==> src/rtl/shake_pkg.sv <==
// Shared SHAKE core types and constants.
// Lane width, rate sizes in words, output FSM states, rate helper.
package shake_pkg;

  localparam int SHAKE_DATA_W        = 64;
  localparam int SHAKE128_RATE_WORDS = 21;
  localparam int SHAKE256_RATE_WORDS = 17;
  localparam int SHAKE_CNT_W         = 5;

  typedef enum logic {
    EMPTY,
    DRAIN
  } out_state_t;

  function automatic logic [SHAKE_CNT_W-1:0] rate_words(
    input logic rate_sel
  );
    if (rate_sel)
      return SHAKE_CNT_W'(SHAKE256_RATE_WORDS);
    return SHAKE_CNT_W'(SHAKE128_RATE_WORDS);
  endfunction

endpackage

==> src/rtl/shake_output_stage_block_shift_reg.sv <==
// Rate-block shift register: parallel load, shift right one lane.
// Ports: clk, rst, load_i, shift_i, din_i (block), word_o (lane 0).
module block_shift_reg #(
  parameter int DATA_W = 64,
  parameter int WORDS  = 21
) (
  input  logic                    clk,
  input  logic                    rst,
  input  logic                    load_i,
  input  logic                    shift_i,
  input  logic [DATA_W*WORDS-1:0] din_i,
  output logic [DATA_W-1:0]       word_o
);

  logic [DATA_W*WORDS-1:0] data_q;

  always_ff @(posedge clk) begin
    if (rst)
      data_q <= '0;
    else if (load_i)
      data_q <= din_i;
    else if (shift_i)
      data_q <= data_q >> DATA_W;
  end

  assign word_o = data_q[DATA_W-1:0];

endmodule

==> src/rtl/shake_output_stage.sv <==
// SHAKE output stage: buffers one squeezed block, drains 64-bit words.
// Ports: block write side, available flag, dout stream, err_overwrite.
module shake_output_stage
  import shake_pkg::*;
#(
  parameter int DATA_W    = SHAKE_DATA_W,
  parameter int MAX_WORDS = SHAKE128_RATE_WORDS,
  parameter int CNT_W     = SHAKE_CNT_W
) (
  input  logic                        clk,
  input  logic                        rst,
  input  logic [DATA_W*MAX_WORDS-1:0] block_in,
  input  logic                        rate_sel,
  input  logic                        output_buffer_we,
  input  logic                        last_output_block_wr,
  input  logic [CNT_W-1:0]            last_block_words,
  output logic                        output_buffer_available,
  input  logic                        output_buffer_available_clr,
  output logic [DATA_W-1:0]           dout,
  output logic                        dout_valid,
  input  logic                        dout_ready,
  output logic                        dout_last,
  output logic                        err_overwrite
);

  out_state_t       state_q, state_d;
  logic [CNT_W-1:0] words_q, words_d;
  logic             last_q, last_d;
  logic             avail_q, avail_d;
  logic             err_q, err_d;
  logic             load;
  logic             shift;
  logic [CNT_W-1:0] rw;

  block_shift_reg #(
    .DATA_W (DATA_W),
    .WORDS  (MAX_WORDS)
  ) u_sreg (
    .clk     (clk),
    .rst     (rst),
    .load_i  (load),
    .shift_i (shift),
    .din_i   (block_in),
    .word_o  (dout)
  );

  assign rw = CNT_W'(rate_words(rate_sel));

  always_comb begin
    state_d = state_q;
    words_d = words_q;
    last_d  = last_q;
    avail_d = avail_q;
    err_d   = err_q;
    load    = 1'b0;
    shift   = 1'b0;
    unique case (state_q)
      EMPTY: begin
        if (output_buffer_we) begin
          load    = 1'b1;
          words_d = rw;
          // zero means a full final block; oversize is clamped
          if (last_output_block_wr &&
              last_block_words != '0)
            words_d = (last_block_words > rw) ?
                      rw : last_block_words;
          last_d  = last_output_block_wr;
          state_d = DRAIN;
        end
      end
      DRAIN: begin
        if (output_buffer_we)
          err_d = 1'b1;
        if (dout_ready) begin
          shift   = 1'b1;
          words_d = words_q - CNT_W'(1);
          if (words_q == CNT_W'(1)) begin
            state_d = EMPTY;
            avail_d = 1'b1;
          end
        end
      end
      default: state_d = EMPTY;
    endcase
    // clear has priority over the final-word set
    if (output_buffer_available_clr)
      avail_d = 1'b0;
  end

  always_ff @(posedge clk) begin
    if (rst) begin
      state_q <= EMPTY;
      words_q <= '0;
      last_q  <= 1'b0;
      avail_q <= 1'b1;
      err_q   <= 1'b0;
    end else begin
      state_q <= state_d;
      words_q <= words_d;
      last_q  <= last_d;
      avail_q <= avail_d;
      err_q   <= err_d;
    end
  end

  assign dout_valid = (state_q == DRAIN);
  assign dout_last  = dout_valid & last_q &
                      (words_q == CNT_W'(1));
  assign output_buffer_available = avail_q;
  assign err_overwrite = err_q;

endmodule

==> config.mk <==
export PLATFORM = sky130hd
export DESIGN_NAME = shake_output_stage
export DESIGN_NICKNAME = d
export VERILOG_FILES = /design/src/rtl/shake_pkg.sv /design/src/rtl/shake_output_stage_block_shift_reg.sv /design/src/rtl/shake_output_stage.sv
export SDC_FILE = /design/constraint.sdc
export NUM_CORES = 2
export LEC_CHECK = 0
export CORE_AREA = 2 2 547 549
export DETAILED_ROUTE_END_ITERATION = 12
export DIE_AREA = 0 0 549 551
export PLACE_DENSITY_LB_ADDON = 0.25
export SYNTH_ARGS = -nofsm -noshare
export SYNTH_HDL_FRONTEND = slang
export SYNTH_SLANG_ARGS = --single-unit
==> constraint.sdc <==
create_clock -name clk -period 2.4 [get_ports clk]
set_input_delay 0.72 -clock clk [delete_from_list [all_inputs] [get_ports clk]]
set_output_delay 0.72 -clock clk [all_outputs]
set_load 0.005 [all_outputs]
==> impl_metrics.yaml <==
floorplanning:
  design.core.area_um2: 296300
  initial_core_util_pct: 19.38
  row_count: 200
  io_pins: 1424
  dieWidth_um: 549
  die-area_um2: 302500
  die_h_um: 551
critical_path:
  end_kind: "output port"
  required_ns: 1.68
  worst-r2r-cell-count: 7
  cp_max_fo: 2
  rr_startpoint: "dout_valid"
  cp-start-kind: "flip-flop"
  endpoint: "dout_last"
  r2r_setup_slack_ns: 0.43
  startpoint: "words_q[1]"
  reg2reg_to: "u_sreg.data_q[1034]"
  cp.arrival_ns: 1.87
  critPathKind: "flip-flop to output port"
sta:
  finalSetupViolCount: 1
  layout_setup_ws_ns: -0.1878
  finClkSkew_ns: 0.06676
  finalCriticalPeriod_ns: 2.588
  fin_crit_sh_pct: 107.8
  worst_slew_pin_slew_ns: 0.8088
  timing.fmax_ghz: 0.3864
  hold_violations: 0
  finalSetupTns_ns: -0.1878
  rsz0062_at_grt: "true"
  max_slew_margin_pct: 45.88
  slew_violations: 0
layout:
  final_area_um2: 85310
  area_growth_pct: 48.56
  fin_util_pct: 28.79
  fin_nets: 10250
  final_common_cell: "nand2_1"
  layout-drive-gt1-share_pct: 10.33
  layout_common_cells: "nand2_1, clkdlybuf4s50_1, dfxtp_1"
yosys:
  postSynthRegisterBits: 1353
  syn-cell-area_um2: 57430
  postSynthCellCount: 7455
  synthAdderAreaFrac_pct: 0.06536
  synth.area.mux_share_pct: 0.01743
  yosys.area_share.simple_pct: 25.39
  synth_area_leader_cell: "dfxtp_1"
  ys_warn_count: 0
  synth_cell_types: 33
  synthXorXnorAreaFrac_pct: 0.03050
  synth.area.top_cells: "dfxtp_1, a311oi_1, nand2_1"
  synth_top_family_by_area: "simple AND/OR/NAND/NOR gates"
  syn_area_per_cell_um2: 7.703
  ys_seq_area_share_pct: 47.16
  synth_compound_area_share_pct: 20.71
  synth_top_area_share_pct: 47.16
  syn_nets: 8814
routing:
  wl_met1_mm: 134.0
  highest_layer: "met5"
  detail-route-antenna-nets: 0
  wl_met3_mm: 21.99
  vias: 61640
  drt-total-wl_mm: 325.1
  firstDrtPassIters: 6
  wl_met2_mm: 156.1
  wl_per_cell_um: 25.00
  first_iter_violations: 5143
  viasPerCell: 4.741
  drc: 0
clock_tree:
  clock_latency_ns: 0.87
  cts.sinks: 1353
  cts_buffers: 168
  htreeDepth: 4
  cts-root-buf: "clkbuf_16"
  cts.clk_slew.worst_paths_ns: 0.06
  clock_path_buffers: 4
  cts_tree: "done"
place:
  io_buffers: 1423
  post-place-ws_ns: -0.4356
  place.gp.congestion: 0.8986
  dpl.hpwl_mm: 260.7
  placed_area_um2: 79650
outcome:
  violations: "negative setup slack"
  status: "complete, but fails checks"
power:
  total_power_mw: 62.55
  power.density_nw_per_um2: 733.2
  p_leak_nw: 32.70
  ir_drop_uv: 516.6
flow_run:
  cap_violations: 0
grt:
  antenna_found_initial: 93
  grt_pass1_wl_mm: 447.0
  grt_pass1_vias: 60250
  overflow: 0
  grt_max_degree: 110
  grt_use_total_pct: 20.39
hold_path:
  min_path_type: "input pin to flip-flop"
-- cells in the mapped netlist --
| master | n |
|---|---|
| nand2b_1 | 4 |
| nor4_1 | 2 |
| clkbuf_1 | 389 |
| o311ai_0 | 1 |
| mux2i_1 | 1 |
| a31oi_1 | 1 |
| buf_2 | 242 |
| nor3b_1 | 2 |
| nand3_1 | 1 |
| nand2_1 | 2629 |
| a311oi_1 | 1217 |
| nor2b_1 | 1 |
| ha_1 | 3 |
| a21oi_1 | 135 |
| a22oi_1 | 64 |
| and3_1 | 1 |
| a2111o_1 | 1 |
| a211o_1 | 1 |
| nor4b_1 | 1 |
| xnor2_1 | 1 |
| o41ai_1 | 1 |
| and2_1 | 3 |
| xor2_1 | 1 |
| a21boi_0 | 1 |
| o21ai_0 | 1 |
| inv_1 | 4 |
| o21bai_1 | 1 |
| buf_1 | 29 |
| buf_4 | 134 |
| dfxtp_1 | 1353 |
| nor2_1 | 1222 |
| a211oi_1 | 2 |
| nor3_1 | 6 |
-- how the worst min path moves through the flow --
stage	from	endpoint	slack, ns	cells after the start
after CTS	rst	last_q	0.33	3
after global placement	u_sreg.data_q[1246]	u_sreg.data_q[1246]	0.44	2
after floorplan	last_q	last_q	0.43	2
after detailed placement	last_q	last_q	0.44	2
final	rst	last_q	0.40	3
after global routing	block_in[668]	u_sreg.data_q[668]	0.38	3
-- final cells by class --
type / count / area (um2)
diodes: 41 / 102.6
clock buffers: 249 / 4971
clock inverters: 50 / 603.1
fillers: 31910 / 211000
inverters: 4 / 15.01
multi-input cells: 5304 / 26610
flip-flops and latches: 1353 / 27130
well taps: 3939 / 4928
repair buffers: 2063 / 20950
-- metrics by stage --
stage	instances	hold WS, ns
2_1_floorplan	7455	0.4319
3_3_place_gp	12660	0.4423
3_5_place_dp	12660	0.4420
4_1_cts	12960	0.3336
5_1_grt	12990	0.3847
6_report	13000	0.3961
-- logic make-up after synthesis --
| group | Yosys count |
|---|---|
| XOR/XNOR | 2 |
| adder cells (fa/ha/maj) | 3 |
| AO/OA/AOI/OAI | 1426 |
| buffers and inverters | 798 |
| flip-flops | 1353 |
| AND/OR/NAND/NOR | 3872 |
| multiplexers | 1 |
-- power by group --
part / total (mW) / internal, mW / switching [mW]
logic: 10.3 / 4.92 / 5.41
registers: 26.0 / 24.4 / 1.58
clock network: 26.3 / 15.4 / 10.9
-- routing by layer --
metal | vias to the layer above | GRT usage, %
li1 | 28800 | -
met1 | 29830 | 25.43
met2 | 2486 | 34.71
met3 | 471 | 3.747
met4 | 60 | 7.785
met5 | - | 0
-- worst max-delay path: stages, from the launching register on --
cell,delay [ns]
dfxtp_2,0.32
inv_2,0.06
ha_4,0.11
nor4b_4,0.22
and3_1,0.20
buf_2,0.13
-- registers in the layout, indices dropped and copies added, names as in the netlist --
register,count
dout_valid,1
err_overwrite,1
last_q,1
output_buffer_available,1
u_sreg.data_q,1344
words_q,5
-- what timing repair did --
action | in CTS | in global routing
pin swaps | 1 | 0
gates resized for setup | 102 | 0
setup buffers | 1 | 0
endpoints found under the setup margin | 68 | 1
hold buffers | 0 | 0
Note: power is estimated with default switching activity, not from simulation.
